==> config.mk <==
export PLATFORM = sky130hd
export DESIGN_NAME = pixel_fetch
export DESIGN_NICKNAME = d
export VERILOG_FILES = /design/src/rtl/pixel_fetch.sv
export SDC_FILE = /design/constraint.sdc
export NUM_CORES = 1
export LEC_CHECK = 0
export CORE_UTILIZATION = 43
export DETAILED_ROUTE_END_ITERATION = 8
export PLACE_DENSITY_LB_ADDON = 0.2
export SYNTH_ARGS = -nofsm -noshare
export SYNTH_HDL_FRONTEND = slang
export SYNTH_SLANG_ARGS = --single-unit
==> constraint.sdc <==
create_clock -name clk -period 9.1 [get_ports clk]
set_clock_uncertainty 0.1 [all_clocks]
set_input_delay 1.82 -clock clk [delete_from_list [all_inputs] [get_ports clk]]
set_output_delay 1.82 -clock clk [all_outputs]
set_load 0.01 [all_outputs]
==> src/rtl/pixel_fetch.sv <==
// pixel_fetch: turns corrected source coordinates into frame-buffer reads and
// streams the fetched pixels out in arrival order with line/frame markers.
//
// Ports:
//   clk, reset            system clock, synchronous active-high reset
//   xIn, yIn, addr_vld    source coordinate from the distortion stage
//   mem_ready             space available, to the upstream handshake
//   mem_en, mem_addr      BRAM read request
//   mem_rdata             BRAM data, RD_LAT cycles after mem_en
//   pix_t*                AXI-Stream style pixel output (tlast = end of line,
//                         tuser = first pixel of frame)
//   ovf_err               sticky: a coordinate arrived with no space left
module pixel_fetch #(
  parameter int              IMG_W      = 1080,
  parameter int              IMG_H      = 960,
  parameter int              ADDR_W     = 20,
  parameter int              PIX_W      = 16,
  parameter int              FIFO_DEPTH = 8,
  parameter int              RD_LAT     = 2,
  parameter logic [PIX_W-1:0] FILL      = '0
) (
  input  logic              clk,
  input  logic              reset,
  input  logic [11:0]       xIn,
  input  logic [11:0]       yIn,
  input  logic              addr_vld,
  output logic              mem_ready,
  output logic              mem_en,
  output logic [ADDR_W-1:0] mem_addr,
  input  logic [PIX_W-1:0]  mem_rdata,
  output logic [PIX_W-1:0]  pix_tdata,
  output logic              pix_tvalid,
  input  logic              pix_tready,
  output logic              pix_tlast,
  output logic              pix_tuser,
  output logic              ovf_err
);
  localparam int PW = $clog2(FIFO_DEPTH);
  localparam int OW = PW + 2;            // room to count past FIFO_DEPTH on overflow
  localparam int CW = $clog2(IMG_W);
  localparam int RW = $clog2(IMG_H);

  // Address stage. Arithmetic is done at ADDR_W so truncation is modular.
  logic [ADDR_W-1:0] lin, addr_q;
  logic              oob_in;
  assign lin    = ADDR_W'(yIn) * ADDR_W'(IMG_W) + ADDR_W'(xIn);
  assign oob_in = (xIn >= 12'(IMG_W)) | (yIn >= 12'(IMG_H));

  // [0] is the address-stage register, [RD_LAT] lines up with mem_rdata.
  logic [RD_LAT:0] vld_pipe, oob_pipe;

  always_ff @(posedge clk) begin
    if (reset) begin
      vld_pipe <= '0;
      oob_pipe <= '0;
      addr_q   <= '0;
    end else begin
      vld_pipe <= {vld_pipe[RD_LAT-1:0], addr_vld};
      oob_pipe <= {oob_pipe[RD_LAT-1:0], oob_in};
      if (addr_vld) addr_q <= lin;
    end
  end

  assign mem_en   = vld_pipe[0] & ~oob_pipe[0];
  assign mem_addr = addr_q;

  // Output FIFO; pointers carry one extra wrap bit.
  logic [PIX_W-1:0] fifo_mem [FIFO_DEPTH];
  logic [PW:0]      wr_ptr, rd_ptr;
  logic             fifo_wr, xfer;

  assign fifo_wr    = vld_pipe[RD_LAT];
  assign pix_tvalid = (wr_ptr != rd_ptr);
  assign xfer       = pix_tvalid & pix_tready;

  always_ff @(posedge clk) begin
    if (fifo_wr) fifo_mem[wr_ptr[PW-1:0]] <= oob_pipe[RD_LAT] ? FILL : mem_rdata;
  end

  always_ff @(posedge clk) begin
    if (reset) begin
      wr_ptr <= '0;
      rd_ptr <= '0;
    end else begin
      if (fifo_wr) wr_ptr <= wr_ptr + 1'b1;
      if (xfer)    rd_ptr <= rd_ptr + 1'b1;
    end
  end

  // Occupancy spans address stage, read pipeline and FIFO, so mem_ready
  // can throttle upstream before the FIFO itself fills.
  logic [OW-1:0] occ;

  always_ff @(posedge clk) begin
    if (reset) begin
      occ     <= '0;
      ovf_err <= 1'b0;
    end else begin
      case ({addr_vld, xfer})
        2'b10:   occ <= occ + 1'b1;
        2'b01:   occ <= occ - 1'b1;
        default: occ <= occ;
      endcase
      if (addr_vld && occ >= OW'(FIFO_DEPTH)) ovf_err <= 1'b1;
    end
  end

  // One slot of slack covers the coordinate already in flight upstream.
  assign mem_ready = ~reset & (occ <= OW'(FIFO_DEPTH - 2));

  // Raster position of the pixel currently at the FIFO head.
  logic [CW-1:0] col;
  logic [RW-1:0] row;

  always_ff @(posedge clk) begin
    if (reset) begin
      col <= '0;
      row <= '0;
    end else if (xfer) begin
      if (col == CW'(IMG_W - 1)) begin
        col <= '0;
        row <= (row == RW'(IMG_H - 1)) ? '0 : row + 1'b1;
      end else begin
        col <= col + 1'b1;
      end
    end
  end

  // Gated with tvalid so an empty FIFO shows all-zero outputs.
  assign pix_tdata = pix_tvalid ? fifo_mem[rd_ptr[PW-1:0]] : '0;
  assign pix_tlast = pix_tvalid & (col == CW'(IMG_W - 1));
  assign pix_tuser = pix_tvalid & (col == '0) & (row == '0);

endmodule

==> metrics.md <==
| Metric | Value |
|---|---|
| # Post-CTS Setup Buffers | 0 |
| # setup viols final | 0 |
| Synth Register Bits | 192 |
| Placer congestion estimate | 0.774 |
| Setup TNS | 0 ns |
| Slew Viols, Final | 0 |
| Post-cts gate resize count | 0 |
| Seq pwr share | 0.403 |
| Worst path cell trace | clkdlybuf4s50_1 -> inv_1 -> ha_1 -> ha_1 -> inv_1 -> fa_1 -> inv_1 -> ha_1 -> fa_1 -> a21o_1 -> a21oi_1 -> xnor2_1 -> ha_1 -> a21o_1 -> a21oi_1 -> a21boi_1 -> nor2b_1 -> and4b_4 -> mux2i_1 -> o2111ai_1 |
| Synth area leaders | edfxtp_1 (39%), dfxtp_1 (13%), ha_1 (8.4%) |
| Share of the synthesized area in the top cell type | 0.393 |
| Global-route wire length before repair | 31500 um |
| Number of global-route vias before repair | 6010 |
| Critical path peak fanout | 5 |
| CTS Hold Bufs | 0 |
| Power per cell area | 211 mW/mm^2 |
| Critical path required time | 9.31 ns |
| Grt ovf | 0 |
| Buffer depth of the longest clock path | 2 |
| Critical Path Slowest Stage Cell | clkdlybuf4s50_1 |
| Tcrit/Tclk final | 0.691 |
| WP buf/inv | 4 |
| Most used cell along the critical path | ha_1 |
| Crit path kind | primary input to flop |
| Crit start category | primary input |
| Later-pin clock latency in the skew report | 0.43 ns |
| Vias per cell | 5.12 |
| Crit-path max cell delay | 0.57 ns |
| Count leader, synth | edfxtp_1 |
| Std-Cell Rows | 54 |
| Vias | 5985 |
| Share of post-route cells with drive strength above 1 | 0.107 |
| Pin count of the biggest net entering global routing | 48 |
| Initial antenna violation count | 0 |
| DIE AREA | 0.0234 mm^2 |
| Post-Synthesis Cells | 783 |
| DR iter-0 viols | 289 |
| Leak Pwr | 4.43 nW |
| Final min period | 6.29 ns |
| Final hold vios | 0 |
| Wirelength per Cell | 16.5 um |
| Worst min-delay path class | flop to flop |
| Fillers | 1890 |
| Port Buf Inserts | 85 |
| WL final | 19300 um |
| Highest clock rate | 159 MHz |
| Layout area overhead | 18.8% |
| Ys Warns | 0 |
| DRC errors left | 0 |
| Clk network pwr share | 0.313 |
| Top FF cell, synth | edfxtp_1 |
| Synth Area per Inst | 12.5 um^2 |
| Area occupied by multi-input gates | 0.00428 mm^2 |
| Sequential element share of the synthesized area | 0.524 |
| CTS H-Tree Depth | 4 |
| Antenna cells | 0 |
| DRT antenna net count | 0 |
| TritonCTS buffer count | 17 |
| RSZ-0062 raised after global routing | false |
| Die Span Y | 153 um |
| Switching Fraction | 0.303 |
| Critical Path End Type | flop |
| Sink Count | 192 |
| Hold WS | 0.343 ns |
| Synth top cells by count | edfxtp_1 (128), nor2_1 (87), inv_1 (78), ha_1 (66), dfxtp_1 (64) |
| Post-synth EDFFs | 128 |
| Sw Pwr | 0.743 mW |
| Final net count | 1004 |
| Synth unique cells | 57 |
| Core Area | 0.0221 mm^2 |
| Tot GR Track Use | 0.176 |
| Dpl hpwl | 13000 um |
| Combinational Power Share | 0.284 |
| Syn Nets | 911 |
| Worst-path clk slew | 0.07 ns |
| Max_cap viols | 0 |
| I/O pins | 86 |
| Crit path max-delay family | adder cells |
| CP Data Arrival Time | 6.50 ns |
| Outcome | complete, no violations |
| Slew HR | 0.387 |
| Pre-Repair DR Iteration Count | 4 |
| Clock Tree Root | clkbuf_16 |
| Die width | 153 um |
| Initial Utilization | 0.443 |
| Internal Power | 1.71 mW |
| CTS tree | built |
| Fraction of registers with async set/reset | 0 |
| Post-synth top area cell | edfxtp_1 |
| Syn Std Cell Area | 0.00979 mm^2 |
| Maximum vdd ir drop | 0.131 mV |
| Slew @ Worst Pin | 0.919 ns |
| FF+latch area | 0.00513 mm^2 |
worst paths after layout:
kind / start / end / slack, ns / depth (start not counted)
setup / recovery: yIn[2] / mem_addr[19] / 2.81 / 20
hold / removal: oob_pipe[1] / oob_pipe[2] / 0.34 / 1
setup reg to reg: wr_ptr[1] / occ[4] / 5.76 / 13
hold reg to reg: oob_pipe[1] / oob_pipe[2] / 0.34 / 1
power by group through the flow:
| stage | registers (mW) | clock network [mW] | logic, mW |
|---|---|---|---|
| finish | 0.987 | 0.768 | 0.696 |
| global route | 0.990 | 0.820 | 0.782 |
| CTS | 0.987 | 0.784 | 0.703 |
| detailed placement | 1.01 | 0 | 0.701 |
| global placement | 1.01 | 0 | 0.697 |
| floorplan | 1.01 | 0 | 0.505 |
per-stage QoR:
step / cells / utilization / instance area [um^2] / total power, mW / setup WS, ns
after floorplan: 783 / - / 9790 / 1.51 / 3.30
after global placement: 1137 / 0.498 / 11000 / 1.70 / 2.45
after detailed placement: 1137 / 0.498 / 11000 / 1.71 / 2.35
after CTS: 1169 / 0.526 / 11600 / 2.47 / 2.79
after global routing: 1169 / 0.526 / 11600 / 2.59 / 2.46
final: 1169 / 0.526 / 11600 / 2.45 / 2.81
metal layers:
metal	part of all wire	routed length, um	vias up	GRT usage
li1	-	-	2997	-
met2	0.50	9560	96	0.304
met5	0	0	-	0
met3	0.034	663	11	0.0391
met4	0.0074	143	0	0.0418
met1	0.46	8930	2881	0.223
flip-flops by register name, indices dropped and copies added, names as in the netlist, named ones only:
name and flops:
fifo_mem 128, row 10, ovf_err 1, vld_pipe 3
col 11, oob_pipe 3, rd_ptr 4, occ 5
mem_addr 20, wr_ptr 4
area by class of cell:
| type | count | area share |
|---|---|---|
| sequential | 192 | 0.441 |
| tap | 280 | 0.0301 |
| timing repair buffer | 99 | 0.0818 |
| inverter | 79 | 0.0255 |
| clock inverter | 15 | 0.0164 |
| clock buffer | 17 | 0.0366 |
| multi-input combinational | 487 | 0.369 |
layout by cell type (no fill, tap or decap), drive strengths merged, types with 3 or more instances in the layout:
cell type,count
nand4,7
a21oi,29
o21bai,4
clkinv,4
ha,66
a31oi,3
and3,3
xor2,28
clkdlybuf4s50,84
nor2b,23
mux2i,30
nand2,22
a21o,14
o21ai,8
nor3b,3
nor3,12
a211o,3
nand2b,8
clkbuf,17
inv,86
nor2,88
buf,15
dfxtp,64
xnor2,22
and4,3
a211oi,7
or3,6
mux4,32
nor4b,3
o21a,3
nand3,16
o211ai,4
fa,18
edfxtp,128
nor4,4
cells by family after synthesis:
| family | count (synthesis) | share of synthesized area |
|---|---|---|
| and+or+nand+nor | 204 | 0.103 |
| DFF | 192 | 0.524 |
| buffers and inverters | 104 | 0.0404 |
| AOI/OAI and AO/OA | 87 | 0.0623 |
| adders and majority gates | 84 | 0.121 |
| muxes | 62 | 0.105 |
| xor gates and xnor gates | 50 | 0.0447 |
No activity file was read; power rests on OpenSTA's default activity.
